[src/rtl/upsampling_layer.sv]
// Nearest-neighbour upsampler: repeats each pixel SCALE times across and each row SCALE times down.
// Latency 1 cycle from input accept to out_data; backpressure stalls all state, in_ready drops while repeating.
module upsampling_layer #(
    parameter int I_WIDTH    = 8,
    parameter int CHANNELS   = 1,
    parameter int IMAGE_SIZE = 4,
    parameter int SCALE      = 2
) (
    input  logic                         clk,
    input  logic                         rst,
    input  logic                         clk_en,
    input  logic [I_WIDTH*CHANNELS-1:0]  in_data,
    input  logic                         in_valid,
    output logic                         in_ready,
    output logic [I_WIDTH*CHANNELS-1:0]  out_data,
    output logic                         out_valid,
    input  logic                         out_ready,
    output logic                         out_last
);

    localparam int DW = I_WIDTH * CHANNELS;
    localparam int CW = (IMAGE_SIZE > 1) ? $clog2(IMAGE_SIZE) : 1;
    localparam int SW = (SCALE > 1) ? $clog2(SCALE) : 1;
    localparam logic [CW-1:0] COL_MAX = CW'(IMAGE_SIZE - 1);
    localparam logic [SW-1:0] REP_MAX = SW'(SCALE - 1);

    typedef enum logic {S_PASS, S_REPLAY} state_t;

    state_t          state_q, state_d;
    logic [CW-1:0]   col_q, col_d, row_q, row_d;
    logic [SW-1:0]   hrep_q, hrep_d, vrep_q, vrep_d;
    logic [DW-1:0]   out_data_q, out_data_d;
    logic            out_valid_q, out_valid_d;
    logic            out_last_q, out_last_d;
    logic [DW-1:0]   hold_q, hold_d;
    logic [DW-1:0]   line_q [IMAGE_SIZE];

    logic            slot;
    logic            in_ready_c;
    logic            in_fire;
    logic            load;
    logic [DW-1:0]   src;

    always_comb begin
        slot       = clk_en && (!out_valid_q || out_ready);
        in_ready_c = slot && (state_q == S_PASS) && (hrep_q == '0);
        in_fire    = in_valid && in_ready_c;

        state_d     = state_q;
        col_d       = col_q;
        row_d       = row_q;
        hrep_d      = hrep_q;
        vrep_d      = vrep_q;
        out_data_d  = out_data_q;
        out_valid_d = out_valid_q;
        out_last_d  = out_last_q;
        hold_d      = hold_q;
        load        = 1'b0;
        src         = hold_q;

        // First copy of a pixel comes straight from the input; later copies from hold or the row buffer.
        if (state_q == S_PASS) begin
            if (hrep_q == '0) begin
                load = in_fire;
                src  = in_data;
            end else begin
                load = slot;
                src  = hold_q;
            end
        end else begin
            load = slot;
            src  = line_q[col_q];
        end

        if (in_fire) begin
            hold_d = in_data;
        end

        if (load) begin
            out_data_d  = src;
            out_valid_d = 1'b1;
            out_last_d  = (row_q == COL_MAX) && (vrep_q == REP_MAX) &&
                          (col_q == COL_MAX) && (hrep_q == REP_MAX);
            if (hrep_q == REP_MAX) begin
                hrep_d = '0;
                if (col_q == COL_MAX) begin
                    col_d = '0;
                    if (vrep_q == REP_MAX) begin
                        vrep_d = '0;
                        row_d  = (row_q == COL_MAX) ? '0 : row_q + CW'(1);
                    end else begin
                        vrep_d = vrep_q + SW'(1);
                    end
                end else begin
                    col_d = col_q + CW'(1);
                end
            end else begin
                hrep_d = hrep_q + SW'(1);
            end
        end else if (slot) begin
            out_valid_d = 1'b0;
        end

        state_d = (vrep_d == '0) ? S_PASS : S_REPLAY;
    end

    always_ff @(posedge clk) begin
        if (rst) begin
            state_q     <= S_PASS;
            col_q       <= '0;
            row_q       <= '0;
            hrep_q      <= '0;
            vrep_q      <= '0;
            out_data_q  <= '0;
            out_valid_q <= 1'b0;
            out_last_q  <= 1'b0;
            hold_q      <= '0;
        end else begin
            state_q     <= state_d;
            col_q       <= col_d;
            row_q       <= row_d;
            hrep_q      <= hrep_d;
            vrep_q      <= vrep_d;
            out_data_q  <= out_data_d;
            out_valid_q <= out_valid_d;
            out_last_q  <= out_last_d;
            hold_q      <= hold_d;
        end
    end

    // Row buffer holds the current input row for the vertical repeats; contents need no reset.
    always_ff @(posedge clk) begin
        if (!rst && in_fire) begin
            line_q[col_q] <= in_data;
        end
    end

    assign in_ready  = in_ready_c;
    assign out_data  = out_data_q;
    assign out_valid = out_valid_q;
    assign out_last  = out_last_q;

endmodule

[config.mk]
export PLATFORM = sky130hd
export DESIGN_NAME = upsampling_layer
export DESIGN_NICKNAME = d
export VERILOG_FILES = /design/src/rtl/upsampling_layer.sv
export SDC_FILE = /design/constraint.sdc
export NUM_CORES = 1
export LEC_CHECK = 0
export CAP_MARGIN = 0
export CORE_ASPECT_RATIO = 0.5
export CORE_MARGIN = 4
export CORE_UTILIZATION = 60
export DETAILED_ROUTE_END_ITERATION = 10
export DONT_BUFFER_PORTS = 1
export PLACE_DENSITY_LB_ADDON = 0.3
export SETUP_SLACK_MARGIN = 0.3
export SYNTH_ARGS = -nofsm -noshare
export SYNTH_HDL_FRONTEND = slang
export SYNTH_SLANG_ARGS = --single-unit
[constraint.sdc]
create_clock -name clk -period 1.9 [get_ports clk]
set_input_delay 0.475 -clock clk [delete_from_list [all_inputs] [get_ports clk]]
set_output_delay 0.475 -clock clk [all_outputs]
set_load 0.1 [all_outputs]
# --- Yosys cells after proc, flatten, opt, wreduce, memory -nomap -nowiden ---
# Memory sizes are Yosys's and may differ from the RTL's. A register that Yosys moved wholly into a read port is not among the register bits.
# Cells that the tools add are included.
# W data, S select, Z words.
totals:
  latchBits: 0
  mem_bits_ro: 0
  elab_cells: 50
  ram_bits: 32
  inputBits: 13
  out_inout_bits: 11
  memories: 1
  regBits: 25
classes:
  multipliers: 0
  shifts: 0
  n_lt_le_gt_ge: 0
  n_mux: 18
  reduce_logical: 14
  n_bitwise: 2
  add_sub_neg: 4
  n_div: 0
  eq_ne: 2
memory_table:
  columns: ["memory", "depth", "width", "read_ports", "rd_ports_with_merged_regs", "write_ports", "line_no", "rtl"]
  rows:
  - ["line_q", 4, 8, 1, 1, 1, "36", "logic [DW-1:0] line_q [IMAGE_SIZE];"]
op_table:
  columns: ["operator", "count"]
  rows:
  - ["$mux W8", 2]
  - ["$mux W1", 12]
  - ["$logic_and A1 B1 Y1", 8]
  - ["$mux W2", 4]
  - ["$add A2 B1 Y2 const B", 2]
  - ["$eq A2 B2 Y1 const B", 2]
  - ["$reduce_and A4 Y1", 1]
  - ["$add A1 B1 Y1 const B", 2]
  - ["$logic_not A1 Y1", 2]
  - ["$not A1 Y1", 2]
  - ["$reduce_and A2 Y1", 1]
  - ["$reduce_bool A2 Y1", 1]
  - ["$logic_or A1 B1 Y1", 1]

# --- Longest topological paths before layout ---
# Gate-level depths: netlist of the first run.
logic_depth:
  word_depth: 11
  mapped_depth: 5
  mapped_depth_nobuf: 4

# --- Worst setup path after synthesis of the first run ---
# Ideal clock, no wire load.
synth_timing:
  path_kind: "reg2out"
  start: "register out_valid_q (netlist: out_valid)"
  end: "output in_ready"
  t_arrival_ps: 2100
  stages_incl_launch_ff: 5
  setup_slack_ps: -675
  path_buffers: 2
  path_cell_list: "dfxtp_1 nand2b_1 buf_2 clkbuf_1 and3_1"
synth_via:
  elab_chain_len: 5
synth_lines:
  columns: ["element", "line_no", "rtl"]
  rows:
  - ["start, declared", "33", "logic out_valid_q, out_valid_d;"]
  - ["start signal, assigned", "125", "out_valid_q <= out_valid_d;"]
  - ["$logic_not A1 Y1", "45", "slot = clk_en && (!out_valid_q || out_ready);"]
  - ["$logic_or A1 B1 Y1", "45", null]
  - ["$logic_and A1 B1 Y1", "45", null]
  - ["$logic_and A1 B1 Y1 (2 in a row)", "46", "in_ready_c = slot && (state_q == S_PASS) && (hrep_q == '0);"]
  - ["end, declared", "14", "output logic in_ready,"]
# No other way between the ends.

# --- Worst setup path in the final report of the first run ---
layout_timing:
  start: "register state_q"
  end: "output in_ready"
layout_via:
  elab_chain_len: 3
layout_lines:
  columns: ["element", "line_no", "rtl"]
  rows:
  - ["start, declared", "29", "state_t state_q, state_d;"]
  - ["start signal, assigned", "119", "state_q <= state_d;"]
  - ["$not A1 Y1", null, null]
  - ["$logic_and A1 B1 Y1 (2 in a row)", "46", null]
# No other way between the ends.

==> results of run 1 <==
[cells in the mapped netlist, drive strengths merged (2+ instances only)]
master	instances	area, sq um
mux2	9	101
and2	2	12.5
and3	6	37.5
inv	4	15.0
mux2i	24	240
nor2b	4	25.0
dfxtp	26	521
o31ai	2	15.0
buf	9	51.3
o22a	8	70.1
o21ai	3	15.0
nor2	3	11.3
clkbuf	7	27.5
ha	5	62.6
a21oi	8	40.0
nand3	3	15.0
nand4	2	12.5
nand2	29	109
a311oi	8	120
a31oi	8	50.1
edfxtp	32	961
[per-layer routing]
layer / GRT usage, % / vias up
met5: 0 / -
met1: 31.7 / 866
li1: - / 810
met4: 8.05 / 0
met3: 8.65 / 7
met2: 35.3 / 74
[per-stage QoR]
stage	instance area (sq um)	worst slack [ns]	std cells
finish	2960	0.249	284
global route	2960	0.209	284
CTS	2960	0.246	284
detailed placement	2720	0.212	266
global placement	2720	0.263	266
floorplan	2620	0.223	209
[power by group]
part | total (mW) | leakage (nW) | switching [mW] | internal [mW]
logic | 0.363 | 0.419 | 0.248 | 0.114
clock network | 1.21 | 0.104 | 0.478 | 0.729
registers | 1.38 | 0.503 | 0.0174 | 1.36
total | 2.95 | 1.03 | 0.744 | 2.20
[path summary, 6_finish.rpt]
kind | startpoint | endpoint | depth (start not counted) | slack (ns)
worst min register to register | hold_q[4] | hold_q[4] | 2 | 0.46
worst max register to register | state_q | out_data[4] | 5 | 0.36
worst max-delay path | state_q | in_ready | 2 | 0.25
worst min-delay path | rst | out_valid | 1 | 0.19
[kinds of logic after synthesis]
family,after synthesis,share of synthesized area (%)
flops,58,57.8
buf+inv,20,3.66
simple gates,55,10.3
mux,33,13.3
compound gates,38,12.5
fa+ha+maj,5,2.44
[cells in the final DEF, fill, tap and decap left out, types with 2 or more instances in the layout]
cell and count:
and2_1 2, ha_1 5, nand2_1 29, inv_1 4, o31ai_1 2, a31oi_1 8, and3_1 2, dfxtp_1 23
nand4_1 2, o22a_1 8, dfxtp_2 2, o21ai_0 3, a311oi_2 8, buf_4 21, clkinv_2 2, mux2i_1 24
nor2_1 2, bufinv_16 2, nand3_1 3, nor2b_1 3, a21oi_1 8, edfxtp_1 32, mux2_2 9, clkbuf_8 9
and3_4 4
[area by class of cell]
type / instances / share of cell area, %
clock inverter: 6 / 2.75
tap: 54 / 2.28
inverter: 4 / 0.507
clock buffer: 10 / 4.31
sequential: 58 / 50.3
multi-input combinational: 131 / 34.5
timing repair buffer: 21 / 5.33
[repair_timing]
item / 4_1_cts / 5_1_grt
pin swaps: 2 / 0
setup buffers: 2 / 0
resized for setup: 5 / 1
endpoints found under the setup margin: 9 / 6
hold buffers: 0 / 0
[registers in the layout, indices dropped and copies added, names as in the netlist, named ones only]
register   flops
line_q        32
hold_q         8
out_data       8
col_q          2
row_q          2
hrep_q         1
out_last       1
out_valid      1
state_q        1
==> flow_summary_export.csv, run 1 <==
group,metric,value,unit
min_path,hold_path.class,"primary input to flop",
finish,syn_to_final_growth,15.4,%
drt,routed_wl,5690,um
logic_synthesis,avgSynthCellArea,12.3,sq um
logic_synthesis,synth-async-reset-ratio,0,%
run,drv_cap,0,
setup_path,critPathSlowestCell,"and3_4",
timing,fin_crit_sh,86.9,%
setup_path,path_class,"flop to output port",
setup_path,worstPathArrival,1.18,ns
finish,nets,243,
timing,fmax,606,MHz
clocking,clk_latency,0.34,ns
logic_synthesis,syn_area,2560,sq um
grt,antenna_found_initial,0,
floorplan,dieWidth,100,um
finish,multi_input_area,1020,sq um
placement,gp_congestion,0.795,
grt,grt_pass1_wl,9130,um
floorplan,rows,16,
power_and_ir_drop,p_total,2.95,mW
clocking,clkTransAtPathRegs,0.06,ns
floorplan,dieArea,5450,sq um
setup_path,critPathRequiredTime,1.42,ns
clocking,clockBufferDepth,2,
setup_path,critPathBufInv,0,
setup_path,crit_fanout,2,
finish,drive_above_1_share,27.0,%
clocking,clock-sinks,58,
drt,vias,1757,
grt,first_global_vias,1717,
clocking,h-tree-depth,3,
grt,grtUsageTotal,23.4,%
drt,wl_met1,2530,um
placement,portBuffers,0,
timing,period_minus_slack,1.65,ns
timing,drv_slew,0,
logic_synthesis,synth_edf_count,32,
grt,grt_max_degree,21,
floorplan,start_util,64.1,%
drt,wl_met3,505,um
timing,finClkSkew,0.00640,ns
logic_synthesis,synth_cell_types,32,
floorplan,ios,24,
timing,final-setup-viol-count,0,
timing,rsz0062_at_grt,"true",
placement,hpwl,3620,um
finish,utilization,73.9,%
power_and_ir_drop,power_density,996,nW/um^2
drt,viasPerCell,6.19,
logic_synthesis,synth_warnings,0,
run_status,status,"finished clean",
drt,wl_per_cell,20.0,um
drt,drc,0,
logic_synthesis,ys_ff_latch,58,
floorplan,die_h,54.2,um
setup_path,cp_top_family,"simple AND/OR/NAND/NOR gates",
drt,routed.top_layer,"met4",
timing,tns,0,ns
clocking,root_buffer,"clkbuf_8",
setup_path,crit_chain,"nor2_2 -> and3_4",
power_and_ir_drop,ir_drop,0.000553,V
finish,nFillCells,280,
drt,ant_nets,0,
timing,relSlewSlack,72.4,%
grt,overflow,0,
drt,drtPass1Iterations,4,
power_and_ir_drop,leakage,1.03,nW
logic_synthesis,synth_nets,227,
timing,holdWs,0.194,ns
setup_path,slowest_delay,0.39,ns
clocking,cts_tree,"built",
setup_path,crit_path_end_kind,"output port",
drt,drtIter0Drc,97,
clocking,cts_made_buffers,9,
timing,hold_viol,0,
drt,routed-wl-met2,2600,um
logic_synthesis,syn_inst,209,
finish,n_antenna_cell,0,
floorplan,fp.coreArea,4000,sq um
finish,seqCellArea,1490,sq um
setup_path,cp-start-kind,"flop",
logic_synthesis,synth_seq_area_share,57.8,%
timing,worst_slew_pin_slew,0.413,ns
logic_synthesis,synth_ff_type,"edfxtp_1",
No activity file was read; power rests on OpenSTA's default activity.
==> run 2, diff against run 1 <==
- GPL_TIMING_DRIVEN: default -> 0
==> flow_summary_export.csv, run 2 (synthesized netlist as in run 1, its figures left out) <==
group,metric,value,unit
grt,grt_pass1_wl,8980,um
finish,nets,246,
run_status,status,"finished, violations left",
power_and_ir_drop,leakage,1.03,nW
finish,mostFrequentLayoutCell,"edfxtp_1",
power_and_ir_drop,power_density,946,nW/um^2
placement,hpwl,3700,um
timing,period_minus_slack,2.01,ns
placement,portBuffers,0,
drt,viasPerCell,6.41,
min_path,min_path_cells,0,
setup_path,crit_path_end_kind,"output port",
setup_path,critPathSlowestCell,"dfxtp_4",
finish,largest_register_ffs,32,
setup_path,slowest_delay,0.57,ns
timing,finClkSkew,0.00700,ns
floorplan,die_h,54.2,um
min_path,hold_path.class,"primary input to flop",
grt,first_global_vias,1669,
finish,drive_above_1_share,30.0,%
drt,routed_wl,6210,um
power_and_ir_drop,ir_drop,0.000521,V
setup_path,crit_chain,"nand2b_4 -> buf_6 -> clkbuf_16 -> and3_4",
finish,n_antenna_cell,0,
timing,drv_slew,0,
timing,fmax,496,MHz
power_and_ir_drop,p_total,2.86,mW
timing,final-setup-viol-count,1,
timing,rsz0062_at_grt,"true",
finish,regMostFlops,"line_q",
power_and_ir_drop,p_int,2.07,mW
power_and_ir_drop,pwr-share-seq,52.6,%
setup_path,path_class,"flop to output port",
drt,ant_nets,0,
power_and_ir_drop,pwr-share-clk,37.7,%
clocking,clkTransAtPathRegs,0.07,ns
grt,grt_max_degree,11,
placement,postPlaceCellArea,2680,sq um
drt,drtIter0Drc,118,
timing,fin_crit_sh,106,%
grt,overflow,0,
clocking,cts_made_buffers,9,
grt,grtUsageTotal,23.9,%
timing,worst_slew_pin_slew,0.662,ns
timing,tns,-0.115,ns
finish,syn_to_final_growth,17.8,%
drt,drc,0,
finish,layout_common_cells,"edfxtp_1, nand2_1, mux2i_1, dfxtp_1",
setup_path,worstPathArrival,1.54,ns
finish,stdcell_area,3020,sq um
timing,hold_viol,0,
setup_path,crit_fanout,4,
setup_path,r2r_cells,7,
timing,finalWorstSetupSlack,-0.115,ns
run_status,violations,"setup timing",
run,drv_cap,0,
floorplan,ios,24,
clocking,clock-sinks,58,
floorplan,dieWidth,100,um
drt,vias,1840,
drt,wl_per_cell,21.6,um
floorplan,fp.coreArea,4000,sq um
finish,nFillCells,242,
clocking,clk_latency,0.34,ns
power_and_ir_drop,swShare,27.4,%
setup_path,cp-start-kind,"flop",
clocking,root_buffer,"clkbuf_8",
clocking,cts_tree,"built",
placement,gp_congestion,0.855,
power_and_ir_drop,comb_power_share,9.7,%
setup_path,critPathRequiredTime,1.42,ns
timing,relSlewSlack,55.8,%
timing,holdWs,0.222,ns
floorplan,dieArea,5450,sq um
drt,drtPass1Iterations,6,
clocking,clockBufferDepth,2,
floorplan,start_util,64.1,%
clocking,h-tree-depth,3,
grt,antenna_found_initial,0,
floorplan,rows,16,
power_and_ir_drop,p_sw,0.782,mW
-- run 2: final timing paths --
check                   from      endpoint  slack [ns]
setup reg to reg   out_valid  line_q[0][0]        0.08
hold reg to reg    hold_q[5]     hold_q[5]        0.47
hold / removal    in_data[1]  line_q[0][1]        0.22
setup / recovery   out_valid      in_ready       -0.11
-- run 2: stage by stage --
step,setup WS (ns),utilization (%),instances
floorplan,0.223,-,209
global placement,0.0110,67.0,263
detailed placement,0.00457,67.0,263
CTS,-0.116,73.5,283
global route,-0.137,75.4,287
finish,-0.115,75.4,287
-- run 2: power groups by stage --
stage,logic [mW],registers [mW],clock network (mW)
6_report,0.276,1.50,1.08
5_1_grt,0.289,1.50,1.14
4_1_cts,0.249,1.50,1.09
3_5_place_dp,0.232,1.52,0
3_3_place_gp,0.225,1.52,0
2_1_floorplan,0.188,1.52,0
-- run 2: critical path, delay by kind of cell, from the launching register on --
kind          cells  cell delay [ns]
flops             1             0.57
simple gates      2             0.37
buf+inv           2             0.25
-- run 2: what timing repair did --
item                                    in CTS  in global routing
endpoints found under the setup margin      42                 48
hold buffers                                 0                  0
setup buffers                                4                  4
gates resized for setup                     18                 13
pin swaps                                    2                  5
-- run 2: cell type report --
| type | count | area (sq um) | area share [%] |
|---|---|---|---|
| flip-flops and latches | 58 | 1500 | 49.5 |
| clock inverters | 7 | 60.1 | 1.99 |
| clock buffers | 9 | 124 | 4.10 |
| well taps | 54 | 67.6 | 2.24 |
| plain buffers | 16 | 133 | 4.39 |
| repair buffers | 8 | 82.6 | 2.73 |
| multi-input cells | 131 | 1040 | 34.5 |
| inverters | 4 | 15.0 | 0.497 |
-- run 2: metal layers --
| metal | part of all wire, % | routed length (um) | GRT usage, % | up-vias |
|---|---|---|---|---|
| met1 | 43 | 2640 | 30.3 | 899 |
| met4 | 1.9 | 117 | 10.1 | 0 |
| met3 | 8.8 | 548 | 8.52 | 22 |
| met2 | 47 | 2900 | 37.8 | 100 |
| met5 | 0 | 0 | 0 | - |
| li1 | - | - | - | 819 |
==> run 3, diff against run 2 <==
- CORE_UTILIZATION: 60 -> 62
==> flow_summary_export.csv, run 3 (synthesized netlist as in run 1, its figures left out) <==
group,metric,value,unit
floorplan,start_util,65.0,%
timing,fin_crit_sh,104,%
placement,portBuffers,0,
clocking,cts_tree,"built",
placement,hpwl,3780,um
grt,first_global_vias,1826,
finish,n_antenna_cell,0,
timing,drv_slew,0,
clocking,h-tree-depth,3,
power_and_ir_drop,p_total,3.25,mW
finish,mostFrequentLayoutCell,"edfxtp_1",
finish,syn_to_final_growth,23.0,%
timing,period_minus_slack,1.98,ns
drt,drtIter0Drc,192,
min_path,min_path_cells,0,
floorplan,fp.coreArea,3940,sq um
run,drv_cap,0,
floorplan,dieWidth,99.0,um
setup_path,critPathRequiredTime,1.42,ns
timing,holdWs,0.226,ns
clocking,clkTransAtPathRegs,0.07,ns
timing,final-setup-viol-count,1,
setup_path,crit_fanout,4,
setup_path,path_class,"flop to output port",
timing,rsz0062_at_grt,"true",
clocking,root_buffer,"clkbuf_8",
grt,antenna_found_initial,0,
run_status,status,"finished, violations left",
timing,relSlewSlack,61.0,%
run_status,violations,"setup timing",
finish,drive_above_1_share,32.8,%
drt,vias,1839,
clocking,cts_made_buffers,9,
clocking,clk_latency,0.34,ns
drt,drtPass1Iterations,5,
grt,overflow,0,
power_and_ir_drop,leakage,1.08,nW
setup_path,cp-start-kind,"flop",
timing,finalWorstSetupSlack,-0.0773,ns
timing,finClkSkew,0.00399,ns
drt,drc,0,
setup_path,crit_path_end_kind,"output port",
placement,gp_congestion,0.850,
clocking,clockBufferDepth,2,
grt,grt_max_degree,11,
drt,wl_per_cell,23.0,um
finish,nets,248,
timing,fmax,506,MHz
setup_path,worstPathArrival,1.50,ns
min_path,hold_path.class,"primary input to flop",
power_and_ir_drop,ir_drop,0.000675,V
power_and_ir_drop,power_density,1030,nW/um^2
drt,viasPerCell,6.36,
finish,layout_common_cells,"edfxtp_1, nand2_1, mux2i_1, dfxtp_1, clkbuf_8",
drt,routed_wl,6640,um
grt,grt_pass1_wl,9390,um
floorplan,ios,24,
floorplan,rows,16,
floorplan,dieArea,5290,sq um
finish,largest_register_ffs,32,
timing,hold_viol,0,
grt,grtUsageTotal,25.1,%
timing,worst_slew_pin_slew,0.585,ns
clocking,cts-hold-fix-buffers,0,
floorplan,die_h,53.5,um
setup_path,r2r_cells,7,
setup_path,reg2reg_slack,0.09,ns
drt,ant_nets,0,
finish,regMostFlops,"line_q",
clocking,clock-sinks,58,
-- run 3: stage by stage --
step	util, %	TNS [ns]	instance area, sq um	setup WS (ns)	instances
6_report	80.0	-0.0773	3150	-0.0773	289
5_1_grt	80.0	-0.113	3150	-0.113	289
4_1_cts	76.6	-0.102	3020	-0.102	284
3_5_place_dp	68.0	-0.00809	2680	-0.00177	263
3_3_place_gp	68.0	0	2680	0.0260	263
2_1_floorplan	-	0	2620	0.223	209
-- run 3: worst max-delay path, cell delays in order (launching register included) --
cell       delay [ns]
dfxtp_4          0.56
nand2b_4         0.07
buf_6            0.12
clkbuf_16        0.13
and3_4           0.28
-- run 3: path summary, 6_finish.rpt --
kind,from,endpoint
setup reg to reg,out_valid,line_q[2][2]
setup / recovery,out_valid,in_ready
hold reg to reg,hold_q[4],hold_q[4]
hold / removal,in_data[4],line_q[0][4]
-- run 3: final cells by class --
| class | count | area, sq um |
|---|---|---|
| Multi-Input combinational cell | 131 | 1090 |
| Buffer | 16 | 128 |
| Clock buffer | 11 | 151 |
| Tap cell | 54 | 67.6 |
| Timing Repair Buffer | 10 | 106 |
| Sequential cell | 58 | 1500 |
| Inverter | 4 | 15.0 |
| Clock inverter | 5 | 100 |
| Fill cell | 202 | 790 |
-- run 3: metal layers --
layer | vias to the layer above | wire (um) | track usage (%)
li1 | 818 | - | -
met1 | 886 | 2670 | 30.5
met2 | 119 | 3080 | 38.8
met3 | 16 | 735 | 12.5
met4 | 0 | 155 | 9.52
met5 | - | 0 | 0
-- run 3: timing repair --
action	CTS	global route
setup endpoints to repair	42	51
hold endpoints to repair	0	0
gates resized for setup	19	19
setup buffers	5	5
pin swaps	2	7
-- run 3: power breakdown --
group	internal (mW)	total, mW	switching [mW]	leakage (nW)
logic	0.137	0.300	0.163	0.446
clock network	0.938	1.44	0.504	0.129
registers	1.36	1.51	0.144	0.505
total	2.44	3.25	0.811	1.08
